**src/rtl/op_request_scheduler.sv**
```systemverilog
// op_request_scheduler
// Front-end controller for the BCD arithmetic datapath. It synchronises and
// edge-detects four trigger lines and applies a lockout window after every
// accepted edge. Accepted ops are queued in a small FIFO and issued one at a
// time over a valid/ready command interface. A datapath overflow freezes the
// scheduler until the next Reset.
module op_request_scheduler #(
    parameter int unsigned LOCKOUT_CYCLES = 1024,
    parameter int unsigned QDEPTH         = 4,
    parameter int unsigned GAP_CYCLES     = 1
) (
    input  logic                       Clk,
    input  logic                       Reset,
    input  logic [3:0]                 Trigger,
    input  logic                       Overflow,
    output logic                       CmdValid,
    output logic [1:0]                 CmdOp,
    input  logic                       CmdReady,
    output logic [$clog2(QDEPTH):0]    QueueCount,
    output logic                       Dropped,
    output logic                       Locked
);

    localparam int unsigned PW = $clog2(QDEPTH);
    localparam int unsigned CW = PW + 1;
    localparam int unsigned LW = $clog2(LOCKOUT_CYCLES + 1);
    localparam int unsigned GW = $clog2(GAP_CYCLES + 1);

    typedef enum logic [1:0] {
        ST_IDLE  = 2'd0,
        ST_ISSUE = 2'd1,
        ST_GAP   = 2'd2
    } state_t;

    // Lowest set bit wins when several triggers rise in the same cycle.
    function automatic logic [1:0] lowest_index(input logic [3:0] v);
        logic [1:0] r;
        r = 2'd0;
        if (v[0]) begin
            r = 2'd0;
        end else if (v[1]) begin
            r = 2'd1;
        end else if (v[2]) begin
            r = 2'd2;
        end else if (v[3]) begin
            r = 2'd3;
        end else begin
            r = 2'd0;
        end
        return r;
    endfunction

    // Registers and their next-state values
    logic [3:0]    trig_sync_q;
    logic [3:0]    trig_prev_q;
    logic [LW-1:0] lock_cnt_q, lock_cnt_d;
    logic          locked_q, locked_d;
    logic [1:0]    mem_q [QDEPTH];
    logic [PW-1:0] wr_ptr_q, wr_ptr_d;
    logic [PW-1:0] rd_ptr_q, rd_ptr_d;
    logic [CW-1:0] count_q, count_d;
    logic          dropped_q, dropped_d;
    state_t        state_q, state_d;
    logic          cmd_valid_q, cmd_valid_d;
    logic [1:0]    cmd_op_q, cmd_op_d;
    logic [GW-1:0] gap_cnt_q, gap_cnt_d;

    // Combinational helpers
    logic [3:0]    edge_s;
    logic          accept_s;
    logic [1:0]    req_op_s;
    logic          fifo_full_s;
    logic          fifo_empty_s;
    logic          push_s;
    logic          pop_s;
    logic          drop_s;

    assign edge_s       = trig_sync_q & ~trig_prev_q;
    assign accept_s     = (edge_s != 4'b0000) && (lock_cnt_q == '0) && !locked_q;
    assign req_op_s     = lowest_index(edge_s);
    assign fifo_full_s  = (count_q == CW'(QDEPTH));
    assign fifo_empty_s = (count_q == '0);
    // Overflow flushes the FIFO, so it overrides both push and pop.
    assign pop_s        = (state_q == ST_ISSUE) && CmdReady && !Overflow;
    assign push_s       = accept_s && !Overflow && (!fifo_full_s || pop_s);
    assign drop_s       = accept_s && !Overflow && fifo_full_s && !pop_s;

    // Two-stage trigger capture used for rising-edge detection.
    always_ff @(posedge Clk) begin
        if (Reset) begin
            trig_sync_q <= 4'b0000;
            trig_prev_q <= 4'b0000;
        end else begin
            trig_sync_q <= Trigger;
            trig_prev_q <= trig_sync_q;
        end
    end

    // Lockout counter and sticky overflow lock next-state.
    always_comb begin
        lock_cnt_d = lock_cnt_q;
        locked_d   = locked_q | Overflow;
        if (accept_s) begin
            lock_cnt_d = LW'(LOCKOUT_CYCLES - 1);
        end else if (lock_cnt_q != '0) begin
            lock_cnt_d = lock_cnt_q - LW'(1);
        end else begin
            lock_cnt_d = lock_cnt_q;
        end
    end

    // FIFO pointer, occupancy and drop-pulse next-state.
    always_comb begin
        wr_ptr_d  = wr_ptr_q;
        rd_ptr_d  = rd_ptr_q;
        count_d   = count_q;
        dropped_d = drop_s;
        if (Overflow) begin
            wr_ptr_d = '0;
            rd_ptr_d = '0;
            count_d  = '0;
        end else begin
            if (push_s) begin
                wr_ptr_d = wr_ptr_q + PW'(1);
            end else begin
                wr_ptr_d = wr_ptr_q;
            end
            if (pop_s) begin
                rd_ptr_d = rd_ptr_q + PW'(1);
            end else begin
                rd_ptr_d = rd_ptr_q;
            end
            case ({push_s, pop_s})
                2'b10:   count_d = count_q + CW'(1);
                2'b01:   count_d = count_q - CW'(1);
                default: count_d = count_q;
            endcase
        end
    end

    // Issue FSM next-state and command outputs; overflow abandons everything.
    always_comb begin
        state_d     = state_q;
        cmd_valid_d = cmd_valid_q;
        cmd_op_d    = cmd_op_q;
        gap_cnt_d   = gap_cnt_q;
        if (Overflow) begin
            state_d     = ST_IDLE;
            cmd_valid_d = 1'b0;
            cmd_op_d    = 2'd0;
            gap_cnt_d   = '0;
        end else begin
            case (state_q)
                ST_IDLE: begin
                    if (!fifo_empty_s && !locked_q) begin
                        state_d     = ST_ISSUE;
                        cmd_valid_d = 1'b1;
                        cmd_op_d    = mem_q[rd_ptr_q];
                    end else begin
                        state_d     = ST_IDLE;
                    end
                end
                ST_ISSUE: begin
                    if (CmdReady) begin
                        state_d     = ST_GAP;
                        cmd_valid_d = 1'b0;
                        gap_cnt_d   = GW'(GAP_CYCLES - 1);
                    end else begin
                        state_d     = ST_ISSUE;
                    end
                end
                ST_GAP: begin
                    if (gap_cnt_q == '0) begin
                        state_d   = ST_IDLE;
                    end else begin
                        gap_cnt_d = gap_cnt_q - GW'(1);
                    end
                end
                default: begin
                    state_d     = ST_IDLE;
                    cmd_valid_d = 1'b0;
                    cmd_op_d    = 2'd0;
                    gap_cnt_d   = '0;
                end
            endcase
        end
    end

    // FIFO storage; written only on an accepted, non-dropped edge.
    always_ff @(posedge Clk) begin
        if (Reset) begin
            for (int i = 0; i < int'(QDEPTH); i++) begin
                mem_q[i] <= 2'd0;
            end
        end else if (push_s) begin
            mem_q[wr_ptr_q] <= req_op_s;
        end
    end

    // State register for lockout, lock, FIFO control and issue FSM.
    always_ff @(posedge Clk) begin
        if (Reset) begin
            lock_cnt_q  <= '0;
            locked_q    <= 1'b0;
            wr_ptr_q    <= '0;
            rd_ptr_q    <= '0;
            count_q     <= '0;
            dropped_q   <= 1'b0;
            state_q     <= ST_IDLE;
            cmd_valid_q <= 1'b0;
            cmd_op_q    <= 2'd0;
            gap_cnt_q   <= '0;
        end else begin
            lock_cnt_q  <= lock_cnt_d;
            locked_q    <= locked_d;
            wr_ptr_q    <= wr_ptr_d;
            rd_ptr_q    <= rd_ptr_d;
            count_q     <= count_d;
            dropped_q   <= dropped_d;
            state_q     <= state_d;
            cmd_valid_q <= cmd_valid_d;
            cmd_op_q    <= cmd_op_d;
            gap_cnt_q   <= gap_cnt_d;
        end
    end

    assign CmdValid   = cmd_valid_q;
    assign CmdOp      = cmd_op_q;
    assign QueueCount = count_q;
    assign Dropped    = dropped_q;
    assign Locked     = locked_q;

endmodule

```
**config.mk**
```make
export PLATFORM = sky130hd
export DESIGN_NAME = op_request_scheduler
export DESIGN_NICKNAME = d
export VERILOG_FILES = /design/src/rtl/op_request_scheduler.sv
export SDC_FILE = /design/constraint.sdc
export NUM_CORES = 1
export LEC_CHECK = 0
export ABC_AREA = 1
export BUFFER_PORTS_ARGS = -buffer_cell sky130_fd_sc_hd__buf_4
export CAP_MARGIN = 20
export CORE_AREA = 2 2 126 67
export CTS_BUF_LIST = sky130_fd_sc_hd__clkbuf_2
export CTS_CLUSTER_DIAMETER = 80
export DETAILED_ROUTE_END_ITERATION = 8
export DIE_AREA = 0 0 128 69
export PLACE_DENSITY = 0.5
export SYNTH_ARGS = -nofsm -noshare
export SYNTH_HDL_FRONTEND = slang
export SYNTH_SLANG_ARGS = --single-unit
```
**constraint.sdc**
```tcl
create_clock -name Clk -period 1.8 [get_ports Clk]
set_input_delay 0.09 -clock Clk [delete_from_list [all_inputs] [get_ports Clk]]
set_output_delay 0.09 -clock Clk [all_outputs]
set_load 0.02 [all_outputs]
```
Word-level counts from Yosys, hierarchy flattened
Memories as Yosys holds them, arrays and structs flattened. A register that Yosys moved wholly into a read port is not among the register bits.
Cells that the tools add are included.

storage, ports and cells
  bits in registers = 34
  bits in writable memories = 8
  input port bits = 8
  output and inout port bits = 8
  memories kept = 1

operators by class
  add/subtract/negate cells = 6
  eq/ne operators = 8
  mux-type cells = 28
  bitwise gates (word level) = 6
  reductions and logical operators = 29

memory list
  memory  depth  bits a word  rd ports  clocked after memory_dff  wr ports  RTL line  source
  mem_q   4      2            1         1                         4         58        logic [1:0] mem_q [QDEPTH];

operators with widths
  operator               number
  $mux 2                 11
  $mux 10                2
  $logic_not 11->1       1
  $reduce_bool 11->1     1
  $sub 11x1->11 const B  1
  $mux 1                 10
  $logic_and 1x1->1      9
  $reduce_or 2->1        4
  $ne 2x2->1 const B     3
  $pmux 1 s3             2
  $pmux 2 s3             1
  $pmux 3 s2             1
  $logic_not 1->1        5
  $add 2x1->2 const B    2
  $and 4x4->4            1
  $eq 2x1->1 const B     2
  $eq 2x2->1 const B     2
  $not 4->4              1
  $pmux 2 s2             1
  $reduce_and 2->1       2
  $reduce_bool 2->1      2
  $reduce_bool 4->1      1
  $add 3x1->3 const B    1
  $eq 3x3->1 const B     1
  8 further kinds        10

Logic depth before layout (Yosys ltp)
Gate-level depths: netlist of run 1.

  word-level depth = 12
  mapped depth = 14

Worst setup path before layout of run 1
Ideal clock, no wire load.

  kind = register -> register
  start point = register lock_cnt_q[0]
  end point = register count_q[1], in the netlist QueueCount[1]
  data arrival time = 1685 ps
  data required time = 1736 ps
  setup slack = 51 ps
  cell stages (with the launch flop) = 13
  path buffers = 0
  period minus slack after synthesis = 1749 ps
  cells stage by stage = dfxtp_1 > inv_1 > ha_1 > inv_1 > nor2_1 > nand3_2 > nor2_8 > nand2_4 > nand2_2 > fa_1 > nand2_1 > nand2_1 > nor2_1

between the ends
  longest elaborated chain between the ends = 7
  elaborated cells between the ends (all ways) = 9
  classes of those cells = 2 x eq/ne; 1 x mux; 6 x reduce/logical

ends and longest elaborated chain
  item                                                    RTL line  source
  start: declaration                                      56        logic [LW-1:0] lock_cnt_q, lock_cnt_d;
  start signal: assignment                                214       lock_cnt_q <= lock_cnt_d;
  $logic_not 11->1 (*)                                    79        assign accept_s = (edge_s != 4'b0000) && (lock_cnt_q == '0) && !locked_q;
  $logic_and 1x1->1 (*) (2 in series)                     79
  $logic_and 1x1->1 (*) (2 in series)                     85        assign push_s = accept_s && !Overflow && (!fifo_full_s || pop_s);
  $eq 2x1->1 / $eq 2x2->1 (equally long branches)         133       case ({push_s, pop_s})
  $pmux 3 s2 / $reduce_bool 2->1 (equally long branches)  --
  end signal: assignment                                  218       count_q <= count_d;
  end: declaration                                        61        logic [CW-1:0] count_q, count_d;

Mark *: on every way between the ends. The rest lies on a longest branch, timed or not.
A chain may end at the register's enable or synchronous reset.

Final worst setup path of run 1
Same ends and word-level chain as after synthesis.

==> run metrics, run 1 <==
fin. max-slew vios 0; Finished Cell Area 2670 um2; dominant cell type by area after synthesis dfxtp_1; asr flop ratio synth 0; Worst Hold Launch trig_sync_q[1]$_SDFF_PP0_; compound-gate portion of the synthesized area 0.0889; PortBufs 15; Area Growth Syn to Fin 32.6%; Max Buffers Root-to-Sink 2; critical-path cell list inv_2, ha_4, inv_2, nor2_2, nand3_2, nor2_8, nand2_4, nand2_4, fa_2, nand2_1, nand2_1, nor2_1; RSZ-0062 raised after global routing true; Synth Register Bits 43; Routed Antenna Nets 0; GPL Wtd Cong 0.806; Synth Cell Area 2010 um2; crit path max fanout 4; H-Tree Depth 2; largest net degree at the start of global routing 20; PwrDens 1160 nW/um2; Crit path arrival time 2120 ps; cell count after synthesis 258; post-synthesis adder-cell area fraction 0.0410; vias in the first global route 1507; CP bufs+invs 2; Final Setup Violations 0; placed cell area 2340 um2; Worst Setup End Kind flop; FMAX 0.577 GHz; largest family of logic cells by synthesized area simple AND/OR/NAND/NOR gates; die area 8830 um2; sequential area share after synthesis 0.468; antenna violations before repair 0; skew final 19.9 ps; slowest CP cell fa_2; DR WL/cell 10.5 um; status finished, final reports clean; most frequent cells in the layout nand2_1, nor2_1, inv_1; core area 7710 um2; max_cap viols 0; Avg Synthesized Cell Area 7.80 um2; P_leak 0.00114 uW; Slew HR 0.784; worst path required time 2190 ps; Finished Layout Cells 411; drt first pass iters 4; filler cell count 816; std cell rows 23; crit share post-route 0.963; Post-Synth Simple-Gate Area 0.301; most common cell after layout, fill and taps aside nand2_1; top area cells in the synthesized netlist dfxtp_1, edfxtp_1, nand2_1; nets@finish 323; worst min path class reg -> reg; share of the synthesized area in the top cell type 0.348; number of synthesized flops with an enable pin 8; residual DRC count 0; clk_lat worst skew 440 ps; share of layout cells above drive strength 1 0.277; post-layout util 0.346; Die H 69 um; All-Layer GR Usage 0.101; Critical Path Source lock_cnt_q[0]$_SDFFE_PP0P_; CTS buffer count 5; Max IR drop VDD 0.926 mV; via count 1708; Fin. Hold Viols 0; placed cell count 384; worst r2r src lock_cnt_q[0]$_SDFFE_PP0P_; Cell variety after synth 32; global-route wire length before repair 7010 um; Top delay family on crit path simple AND/OR/NAND/NOR gates; CTS sink cnt 43; CP peak stage delay 420 ps; drt initial violations 97; CTS tree built; HPWL Detailed 3150 um; Die Wd 128 um; critical path class reg -> reg; # IOs 16; final setup TNS 0 ps; routed wire length 4300 um; Slew @ Worst Pin 324 ps; clock transition at the registers of the reported paths 240 ps; Syn. warnings 0; Synth Area in XOR/XNOR 0.0131; final hold slack 433 ps; Synth Net Count 272; Critical Path Start Type flop; vias per inst 4.16; mux cell area share after synthesis 0; CTS root buffer clkbuf_2; final worst path period need 1730 ps; Starting Density 0.261; Most used DFF post-synth dfxtp_1; global route overflow 0
## sequential cells by signal, indices dropped and copies added (netlist names), 2 cells and up, named ones only
name	cells
QueueCount	3
trig_sync_q	4
rd_ptr_q	2
state_q	2
lock_cnt_q	11
mem_q	8
CmdOp	2
trig_prev_q	4
wr_ptr_q	2
## cells in the mapped netlist (2+ instances only)
library cell	instances
nand3_1	9
inv_1	43
nand2_1	47
edfxtp_1	8
a21oi_1	17
o32ai_1	2
xor2_1	3
ha_1	5
dfxtp_1	35
nand4_1	4
nand2_2	3
nor2_2	3
nor2_1	44
nand3_4	2
nor3_1	4
o21ai_0	11
nor2_4	3
## where the power goes
group / switching (uW) / internal [uW] / leakage, uW
clock network: 360 / 102 / 0.0000299
logic: 800 / 574 / 0.000738
registers: 132 / 1130 / 0.000371
total: 1290 / 1800 / 0.00114
## timing repair
item                       CTS  global route
resized for setup            2            38
hold endpoints to repair    18             0
setup endpoints to repair    1            18
pin swaps                    0             7
hold buffers                12             0
buffers inserted             1             5
## per-stage QoR
| stage | power (uW) | worst slack [ps] |
|---|---|---|
| 4_1_cts | 3000 | 8.34 |
| 5_1_grt | 3350 | -69.1 |
| 6_report | 3100 | 67.1 |
| 3_3_place_gp | 2500 | 40.5 |
| 2_1_floorplan | 2180 | 50.9 |
| 3_5_place_dp | 2490 | -20.2 |
## layout make-up
type                       instances  area, um2  area share
multi-input combinational        168        990       0.371
sequential                        43        948       0.356
timing repair buffer              46        383       0.144
inverter                          45        171      0.0643
tap                              100        125      0.0469
clock buffer                       5       25.0     0.00938
clock inverter                     3       22.5     0.00844
antenna                            1       2.50    0.000938
## cell families (layout without fill, tap and decap cells)
kind of cell             Yosys count  after routing
other                              0              1
AND/OR/NAND/NOR                  126            126
buffers and inverters             47             99
adder cells (fa/ha/maj)            6              6
XOR/XNOR                           3              3
AO/OA/AOI/OAI                     33             33
flip-flops                        43             43
## path summary, 6_finish.rpt
path | to | slack [ps] | cells past startpoint
max reg2reg | QueueCount[1]$_SDFFE_PP0P_ | 70 | 12
min reg2reg | trig_prev_q[1]$_SDFF_PP0_ | 430 | 2
max | QueueCount[1]$_SDFFE_PP0P_ | 70 | 12
min | trig_prev_q[1]$_SDFF_PP0_ | 430 | 2
## worst min-delay path, stage by stage (launching register included)
cell and delay [ps]:
dfxtp_1 370, inv_1 50, nor2_1 30
## per-layer routing
| metal | GRT usage | vias to the layer above | routed length (um) |
|---|---|---|---|
| li1 | - | 916 | - |
| met1 | 0.154 | 771 | 2430 |
| met2 | 0.130 | 16 | 1660 |
| met3 | 0.0419 | 5 | 184 |
| met4 | 0.0183 | 0 | 19 |
| met5 | 0 | - | 0 |
(Power assumes the default switching activity.)
==> run 2: changes to the inputs <==
==> constraint.sdc (replaced) <==
create_clock -name Clk -period 1.5 [get_ports Clk]
set_input_delay 0.075 -clock Clk [delete_from_list [all_inputs] [get_ports Clk]]
set_output_delay 0.075 -clock Clk [all_outputs]
set_load 0.02 [all_outputs]
==> run 2 against run 1 <==
  * Sequential cell count is the same
  * Worst hold slack worse by 46 ps
  * Register-to-register slack got worse by 250 ps
  * Power increased by 34%
  * Cell count grew 5.6%
  * Sequential power is 17% higher
  * Critical path type unchanged
  * Sequential share of layout area shrank 2.8 points
  * Cell area rose by 8.1%
  * Clock-buffer cell count did not move
  * Worst setup slack worse by 250 ps
  * The flow now finishes with violations (negative setup slack)
==> run metrics, run 2 (synthesis results as in run 1) <==
status finished with violations; failing checks negative setup slack; Seq pwr share 0.354 (-0.053); max_cap viols 0 (unchanged); crit share post-route 1.12 (+0.162); routed wire length 4590 um (+6.7%); DR WL/cell 10.6 um (+1.1%); most frequent cells in the layout buf_4, nand2_1, inv_1; final hold slack 387 ps (-45.9 ps); die area 8830 um2 (unchanged); switching portion of total power 0.409 (-0.00844); clk_lat worst skew 490 ps (+50 ps); post-layout util 0.374 (+0.0281); FMAX 0.593 GHz (+2.7%); H-Tree Depth 2 (unchanged); Worst Hold Launch CmdReady; RSZ-0062 raised after global routing true; CTS buffer count 5 (unchanged); Reg2Reg Depth 12 (unchanged); CTS root buffer clkbuf_2; met3 Usage GRT 0.0396 (-0.00233); PnR worst setup slack -187 ps (-254 ps); clock transition at the registers of the reported paths 280 ps (+40 ps); Starting Density 0.261 (unchanged); layer with the highest usage met1; nets@finish 347 (+7.4%); # IOs 16 (unchanged); antenna violations before repair 0 (unchanged); vias per inst 4.10 (-1.4%); GPL Wtd Cong 0.779 (-3.4%); HPWL Detailed 3330 um (+5.7%); Die Wd 128 um (unchanged); drt first pass iters 4 (unchanged); Worst Setup End Kind flop; Clock power frac 0.141 (-0.008); PwrDens 1440 nW/um2 (+24%); hold path depth 5 (+3); logic gate share of total power 0.506 (+0.062); CTS tree built; Final Setup Violations 30 (+30); Area Growth Syn to Fin 43.3%; Fin. Hold Viols 0 (unchanged); fin. max-slew vios 0 (unchanged); ant diodes 0 (-1); share of layout cells above drive strength 1 0.359 (+0.0819); Crit path arrival time 2150 ps (+30 ps); global-route wire length before repair 7730 um (+10%); Critical Path Start Type flop; vias in the first global route 1636 (+8.6%); residual DRC count 0 (unchanged); CTS sink cnt 43 (unchanged); met2 GRT Util 0.147 (+0.0172); drt initial violations 61 (-37%); filler cell count 814 (-0.25%); worst min path class in -> reg; Die H 69 um (unchanged); P_leak 0.00126 uW (+11%); Routed Antenna Nets 0 (unchanged); max FFs per register 11 (unchanged); Max IR drop VDD 0.862 mV (-6.8%); All-Layer GR Usage 0.112 (+0.0112); std cell rows 23 (unchanged); crit path max fanout 4 (unchanged); most common cell after layout, fill and taps aside buf_4; critical path class reg -> reg; Critical Path Source lock_cnt_q[0]$_SDFFE_PP0P_; biggest regs lock_cnt_q x11, mem_q x8; Biggest register lock_cnt_q; met1 usage 0.167 (+0.0129); skew final 30.7 ps (+10.8 ps); worst path required time 1960 ps (-230 ps); via count 1779 (+4.2%); PortBufs 15 (unchanged); Slew HR 0.763 (-0.0207); global route overflow 0 (unchanged); Slew @ Worst Pin 355 ps (+31.0 ps); largest net degree at the start of global routing 20 (unchanged); Max Buffers Root-to-Sink 2 (unchanged); final worst path period need 1690 ps (-45.6 ps); core area 7710 um2 (unchanged); Psw 1700 uW (+32%); P_int 2460 uW (+36%); worst r2r src lock_cnt_q[0]$_SDFFE_PP0P_
==> run 2: cell count changes in the layout (fill, tap and decap cells not counted), sizes merged <==
cell,delta
inv,-1
diode,-1
buf,+24
clkinv,+1
==> run 2: repair_timing <==
action / CTS / global route
setup buffers: 6 / 4
hold buffers: 12 / 0
pin swaps: 7 / 4
resized for setup: 34 / 12
hold endpoints to repair: 21 / 0
endpoints found under the setup margin: 30 / 34
gates cloned: 0 / 0
==> run 2: power groups by stage <==
stage / sequential [uW] / combinational, uW / clock (uW)
after CTS: 1470 / 2040 / 604
after global placement: 1490 / 1800 / 0
after global routing: 1490 / 2350 / 653
after detailed placement: 1490 / 1820 / 0
after floorplan: 1500 / 1130 / 0
final: 1470 / 2100 / 585
==> run 2: stage by stage <==
step / setup WS, ps / setup TNS (ps) / cells / total power, uW / area (um2)
global placement: -210 / -3660 / 404 / 3300 / 2500
CTS: -202 / -3200 / 430 / 4110 / 2820
detailed placement: -245 / -4340 / 404 / 3310 / 2500
finish: -187 / -3140 / 434 / 4160 / 2880
global route: -297 / -6850 / 434 / 4490 / 2880
floorplan: -228 / -1740 / 258 / 2630 / 2020
==> run 2: per-layer routing <==
layer  wire length, um  part of all wire
met5                 0                 0
met4                65             0.014
met3               201             0.044
met2              1730              0.38
met1              2590              0.56
==> run 2: layout make-up <==
type	instances	area, um2	share of cell area
Multi-Input combinational cell	168	1020	0.355
Clock buffer	5	25.0	0.00868
Inverter	45	174	0.0603
Tap cell	100	125	0.0434
Timing Repair Buffer	70	567	0.197
Sequential cell	43	946	0.328
Clock inverter	3	22.5	0.00781
==> run 2: worst max-delay path: stages, from the launching register on <==
cell     delay (ps)
dfxtp_2         380
inv_2            70
ha_4            130
inv_2            30
nor2_2           80
nand3_2         110
nor2_8          120
nand2_4          80
nand2_4          80
fa_2            420
nand2_1          70
nand2_1          40
nor2_1           70
==> run 2: path summary, 6_finish.rpt <==
check / end / slack (ps)
max: QueueCount[1]$_SDFFE_PP0P_ / -190
max reg2reg: QueueCount[1]$_SDFFE_PP0P_ / -190
min reg2reg: trig_prev_q[2]$_SDFF_PP0_ / 430
min: state_q[0]$_SDFF_PP0_ / 390
